**config.mk**
```make
export PLATFORM = sky130hd
export DESIGN_NAME = galaksija_autotype
export DESIGN_NICKNAME = d
export VERILOG_FILES = /design/src/rtl/galaksija_autotype.sv
export SDC_FILE = /design/constraint.sdc
export NUM_CORES = 1
export LEC_CHECK = 0
export CORE_MARGIN = 10
export CORE_UTILIZATION = 50
export DETAILED_ROUTE_END_ITERATION = 7
export PLACE_DENSITY = 0.7
export SLEW_MARGIN = 20
export SYNTH_ARGS = -nofsm -noshare
export SYNTH_HDL_FRONTEND = slang
export SYNTH_SLANG_ARGS = --single-unit
```
**constraint.sdc**
```tcl
create_clock -name clk -period 4.1 [get_ports clk]
set_input_delay 1.025 -clock clk [delete_from_list [all_inputs] [get_ports clk]]
set_output_delay 1.025 -clock clk [all_outputs]
set_load 0.05 [all_outputs]
```
**src/rtl/galaksija_autotype.sv**
```systemverilog
// ASCII-to-keystroke injector: turns accepted bytes into timed press/release events on the
// 11-bit ps2_key bus, wrapping lowercase letters in a Shift press/release pair.
module galaksija_autotype #(
  parameter int unsigned HOLD_CYCLES = 200000,
  parameter int unsigned GAP_CYCLES  = 400000,
  parameter int unsigned CNT_W       = 20
) (
  input  logic        clk,
  input  logic        reset,
  input  logic [7:0]  char_in,
  input  logic        char_valid,
  output logic        char_ready,
  input  logic        abort,
  output logic [10:0] ps2_key,
  output logic        busy,
  output logic        bad_char
);

  typedef enum logic [2:0] {
    StIdle,
    StLoad,
    StShDn,
    StKeyDn,
    StKeyUp,
    StGap
  } state_e;

  localparam logic [CNT_W-1:0] HoldLoad  = CNT_W'(HOLD_CYCLES - 1);
  localparam logic [CNT_W-1:0] GapLoad   = CNT_W'(GAP_CYCLES - 1);
  localparam logic [7:0]       ShiftCode = 8'h12;

  state_e           state_q, state_d;
  logic [CNT_W-1:0] timer_q, timer_d;
  logic [7:0]       code_q, code_d;
  logic             shift_q, shift_d;
  logic             key_dn_q, key_dn_d;
  logic             shift_dn_q, shift_dn_d;
  logic             abort_pend_q, abort_pend_d;
  logic [10:0]      ps2_q, ps2_d;
  logic             bad_q, bad_d;
  logic [9:0]       map;

  // Returns {mapped, shift, scancode}; lowercase letters reuse the uppercase code.
  function automatic logic [9:0] map_char(input logic [7:0] c);
    logic [7:0] u;
    logic [7:0] code;
    logic       ok;
    logic       sh;
    sh   = (c >= 8'h61) && (c <= 8'h7a);
    u    = sh ? (c - 8'h20) : c;
    ok   = 1'b1;
    code = 8'h00;
    case (u)
      8'h41: code = 8'h1c;  8'h42: code = 8'h32;  8'h43: code = 8'h21;
      8'h44: code = 8'h23;  8'h45: code = 8'h24;  8'h46: code = 8'h2b;
      8'h47: code = 8'h34;  8'h48: code = 8'h33;  8'h49: code = 8'h43;
      8'h4a: code = 8'h3b;  8'h4b: code = 8'h42;  8'h4c: code = 8'h4b;
      8'h4d: code = 8'h3a;  8'h4e: code = 8'h31;  8'h4f: code = 8'h44;
      8'h50: code = 8'h4d;  8'h51: code = 8'h15;  8'h52: code = 8'h2d;
      8'h53: code = 8'h1b;  8'h54: code = 8'h2c;  8'h55: code = 8'h3c;
      8'h56: code = 8'h2a;  8'h57: code = 8'h1d;  8'h58: code = 8'h22;
      8'h59: code = 8'h35;  8'h5a: code = 8'h1a;
      8'h30: code = 8'h45;  8'h31: code = 8'h16;  8'h32: code = 8'h1e;
      8'h33: code = 8'h26;  8'h34: code = 8'h25;  8'h35: code = 8'h2e;
      8'h36: code = 8'h36;  8'h37: code = 8'h3d;  8'h38: code = 8'h3e;
      8'h39: code = 8'h46;
      8'h20: code = 8'h29;  8'h0d: code = 8'h5a;  8'h08: code = 8'h66;
      8'h1b: code = 8'h76;  8'h3b: code = 8'h4c;  8'h3a: code = 8'h7c;
      8'h2c: code = 8'h41;  8'h3d: code = 8'h55;  8'h2e: code = 8'h49;
      8'h2f: code = 8'h4a;
      default: ok = 1'b0;
    endcase
    return {ok, sh & ok, code};
  endfunction

  // New event: flip the toggle bit so the consumer sees a change even for repeated codes.
  function automatic logic [10:0] emit(input logic [10:0] prev, input logic pr,
                                       input logic [7:0] code);
    return {~prev[10], pr, 1'b0, code};
  endfunction

  always_ff @(posedge clk or negedge reset) begin
    if (!reset) begin
      state_q      <= StIdle;
      timer_q      <= '0;
      code_q       <= 8'h00;
      shift_q      <= 1'b0;
      key_dn_q     <= 1'b0;
      shift_dn_q   <= 1'b0;
      abort_pend_q <= 1'b0;
      ps2_q        <= 11'h000;
      bad_q        <= 1'b0;
    end else begin
      state_q      <= state_d;
      timer_q      <= timer_d;
      code_q       <= code_d;
      shift_q      <= shift_d;
      key_dn_q     <= key_dn_d;
      shift_dn_q   <= shift_dn_d;
      abort_pend_q <= abort_pend_d;
      ps2_q        <= ps2_d;
      bad_q        <= bad_d;
    end
  end

  always_comb begin
    state_d      = state_q;
    timer_d      = (timer_q != '0) ? (timer_q - CNT_W'(1)) : '0;
    code_d       = code_q;
    shift_d      = shift_q;
    key_dn_d     = key_dn_q;
    shift_dn_d   = shift_dn_q;
    abort_pend_d = abort_pend_q;
    ps2_d        = ps2_q;
    bad_d        = 1'b0;
    map          = map_char(char_in);
    unique case (state_q)
      StIdle: begin
        if (char_valid) begin
          if (map[9]) begin
            code_d       = map[7:0];
            shift_d      = map[8];
            abort_pend_d = abort;
            state_d      = StLoad;
          end else begin
            bad_d = 1'b1;
          end
        end
      end
      StLoad: begin
        abort_pend_d = 1'b0;
        if (abort || abort_pend_q) begin
          state_d = StGap;
          timer_d = GapLoad;
        end else if (shift_q) begin
          ps2_d      = emit(ps2_q, 1'b1, ShiftCode);
          shift_dn_d = 1'b1;
          state_d    = StShDn;
          timer_d    = HoldLoad;
        end else begin
          ps2_d    = emit(ps2_q, 1'b1, code_q);
          key_dn_d = 1'b1;
          state_d  = StKeyDn;
          timer_d  = HoldLoad;
        end
      end
      StShDn: begin
        if (abort) begin
          ps2_d      = emit(ps2_q, 1'b0, ShiftCode);
          shift_dn_d = 1'b0;
          state_d    = StGap;
          timer_d    = GapLoad;
        end else if (timer_q == '0) begin
          ps2_d    = emit(ps2_q, 1'b1, code_q);
          key_dn_d = 1'b1;
          state_d  = StKeyDn;
          timer_d  = HoldLoad;
        end
      end
      StKeyDn: begin
        if (abort || (timer_q == '0)) begin
          ps2_d    = emit(ps2_q, 1'b0, code_q);
          key_dn_d = 1'b0;
          if (shift_dn_q) begin
            state_d = StKeyUp;
            timer_d = HoldLoad;
          end else begin
            state_d = StGap;
            timer_d = GapLoad;
          end
        end
      end
      // Already on the release path; abort here changes nothing.
      StKeyUp: begin
        if (timer_q == '0) begin
          ps2_d      = emit(ps2_q, 1'b0, ShiftCode);
          shift_dn_d = 1'b0;
          state_d    = StGap;
          timer_d    = GapLoad;
        end
      end
      StGap: begin
        if (timer_q == '0) begin
          state_d = StIdle;
        end
      end
      default: state_d = StIdle;
    endcase
  end

  always_comb begin
    char_ready = (state_q == StIdle) && reset;
    busy       = (state_q != StIdle);
    ps2_key    = ps2_q;
    bad_char   = bad_q;
  end

endmodule

```
==> results.py <==
metrics = {
    "run_status": {
        "status": "finished, final reports clean",
    },
    "cells_and_area": {
        "final_design_area_no_fill_mm2": 0.003944,
        "layout_common_cells": "dfrtp_1, nand2_1, buf_4",
        "layout.cells.most_common": "dfrtp_1",
        "finish.net_count": 465,
        "multi_input_area_mm2": 0.002116,
        "syn_to_final_growth_pct": 16.91,
        "post_route_cells_drive_above_1_share": 0.1419,
        "fillers": 572,
        "diodes": 0,
        "finalNonFillerCells": 528,
        "seqCellArea_mm2": 0.001076,
        "post-route-util": 0.6106,
    },
    "floorplanning": {
        "std_cell_rows": 29,
        "chipHeight_um": 102.1,
        "core_mm2": 0.006459,
        "die_x_um": 102.1,
        "dieArea_mm2": 0.01043,
        "pin_count": 26,
        "start_util": 0.5223,
    },
    "synth": {
        "ys_ff_latch": 43,
        "synth_edf_count": 0,
        "ys_seq_area_frac": 0.3190,
        "synth-simple-area-share": 0.2782,
        "netlist_area_mm2": 0.003373,
        "yosys.area_share.xor_xnor": 0.04933,
        "avgSynthCellArea_um2": 8.128,
        "synth_mux_area_frac": 0.05007,
        "yosysWarningCount": 0,
        "yosys.area_share.adder": 0.01113,
        "syn_inst": 415,
        "synth_flop_cell": "dfrtp_1",
        "netlist-cell-type-count": 67,
        "synth_top_family_by_area": "simple AND/OR/NAND/NOR gates",
        "async_flop_share": 1.000,
        "synth_compound_area_frac": 0.2363,
    },
    "sta": {
        "fin_hold_ws_ns": 0.4757,
        "finalHoldViolations": 0,
        "finalMaxSlewViolations": 0,
        "fin_tns_setup_ns": 0,
        "slew_headroom": 0.4624,
        "worstMarginPinSlew_ns": 0.7959,
        "period_needed_ns": 3.548,
        "period_share": 0.8653,
        "grt_setup_unrepaired": "no",
        "fin_worst_skew_ns": 0.01113,
        "layout_setup_ws_ns": 0.5522,
        "clock.fmax_mhz": 281.9,
        "setup_viol": 0,
    },
    "clocking": {
        "cts_max_path_buffers": 2,
        "clk_pin_slew_ns": 0.08,
        "ctsHoldBuffers": 0,
        "clkLatencyLatePin_ns": 0.30,
        "htree_num_levels": 2,
        "cts_buffers": 5,
        "cts_setup_buffers": 0,
        "cts_resized": 0,
        "root_buffer": "clkbuf_8",
        "cts_tree": "done",
        "cts.sinks": 43,
    },
    "grt": {
        "grt_pass1_vias": 3080,
        "grt_pass1_wl_mm": 16.03,
        "track_usage": 0.1914,
        "antenna_found_initial": 0,
        "grt_max_degree": 44,
        "overflow": 0,
    },
    "critical_path": {
        "critPathLaunchType": "input port",
        "critPathMaxStageDelay_ns": 0.48,
        "worst-path-max-fanout": 8,
        "cp_slowest_cell": "clkdlybuf4s50_1",
        "crit_path_end_kind": "flop",
        "path_cells": "clkdlybuf4s50_1, inv_1, ha_1, or3b_2, o32ai_1, a21oi_1, a41oi_2, buf_4, mux2_2",
        "critical_path_required_ns": 4.28,
        "crit_arrival_ns": 3.73,
        "rrSetupSlack_ns": 0.72,
        "critical_path_class": "input port to flop",
    },
    "placement": {
        "dp_hpwl_mm": 7.405,
        "dp_slack_ns": 0.2642,
        "placedInstanceArea_mm2": 0.003826,
        "io_buffer_count": 23,
        "place_congestion": 0.9810,
        "dp.cells": 520,
    },
    "drt": {
        "num_vias": 3413,
        "drt_iter0_drc": 600,
        "vias_per_cell": 6.464,
        "wl_per_cell_um": 18.77,
        "drc_errors": 0,
        "drt-total-wl_mm": 9.910,
        "ant_nets": 0,
        "drt_pass1_iterations": 5,
    },
    "power_and_ir_drop": {
        "p_leak_nw": 1.528,
        "power.density_mw_per_mm2": 565.9,
        "total_power_mw": 2.232,
        "ir_drop_mv": 0.4772,
    },
    "min_path": {
        "worstHoldPathType": "flop to flop",
    },
    "flow_run": {
        "maxCapViolations": 0,
    },
}
-- flip-flops by register name, summed over array words and instances, names as in the netlist --
name / cells
abort_pend_q: 1
bad_char: 1
code_q: 7
ps2_key: 9
shift_dn_q: 1
shift_q: 1
state_q: 3
timer_q: 20
-- synthesized netlist by cell type, drive strengths merged (6+ instances only) --
cell | n | area (um^2)
a211oi | 7 | 52.55
clkbuf | 24 | 90.09
dfrtp | 43 | 1076
a21oi | 19 | 95.09
xnor2 | 13 | 113.9
nor3 | 20 | 100.1
nand3 | 13 | 65.06
nand2b | 13 | 81.33
inv | 14 | 52.55
mux2 | 9 | 108.9
o21ai | 32 | 160.1
nor4 | 10 | 62.56
mux2i | 6 | 60.06
buf | 7 | 42.53
nand4 | 8 | 50.05
xor2 | 6 | 52.55
nor2b | 11 | 68.82
nand2 | 39 | 146.4
nor2 | 30 | 112.6
-- power by group --
| part | switching, mW | total, mW | leakage (nW) | internal (mW) |
|---|---|---|---|---|
| clock | 0.149 | 0.346 | 0.0612 | 0.197 |
| combinational | 0.655 | 1.09 | 0.926 | 0.433 |
| sequential | 0.196 | 0.798 | 0.541 | 0.602 |
-- cell type report --
cell class              instances  share of cell area
multi-input cells             328              0.5365
flip-flops and latches         43              0.2728
repair buffers                 58              0.1231
well taps                      77             0.02443
clock buffers                   6             0.02094
inverters                      14             0.01332
clock inverters                 2            0.008883
-- routing by layer --
| metal | share of wire | global-route usage | up-vias |
|---|---|---|---|
| li1 | - | - | 1604 |
| met1 | 0.48 | 0.2948 | 1618 |
| met2 | 0.41 | 0.2622 | 172 |
| met3 | 0.092 | 0.03846 | 19 |
| met4 | 0.015 | 0.04555 | 0 |
| met5 | 0 | 0 | - |
-- worst paths after layout --
check	start	to	depth (start not counted)
worst max-delay path	char_in[5]	code_q[4]	9
worst min-delay path	ps2_key[10]	ps2_key[10]	1
worst max register to register	timer_q[11]	ps2_key[1]	6
worst min register to register	ps2_key[10]	ps2_key[10]	1
max in group asynchronous	reset	ps2_key[0]	2
min in group asynchronous	reset	bad_char	2
-- worst max-delay path: cells and delay by family --
family	cells	cell delay, ns
simple gates	1	0.47
fa+ha+maj	1	0.30
compound gates	3	0.89
buf+inv	3	0.71
mux	1	0.34
-- cells by family (layout without fill, tap and decap cells) --
group                      count (synthesis)  after routing
muxes                                     15             15
buffers and inverters                     45             80
other                                      1              2
xor gates and xnor gates                  19             19
AOI/OAI and AO/OA                        114            114
DFF                                       43             43
and+or+nand+nor                          175            175
adders and majority gates                  3              3
No activity file was read; power rests on OpenSTA's default activity.
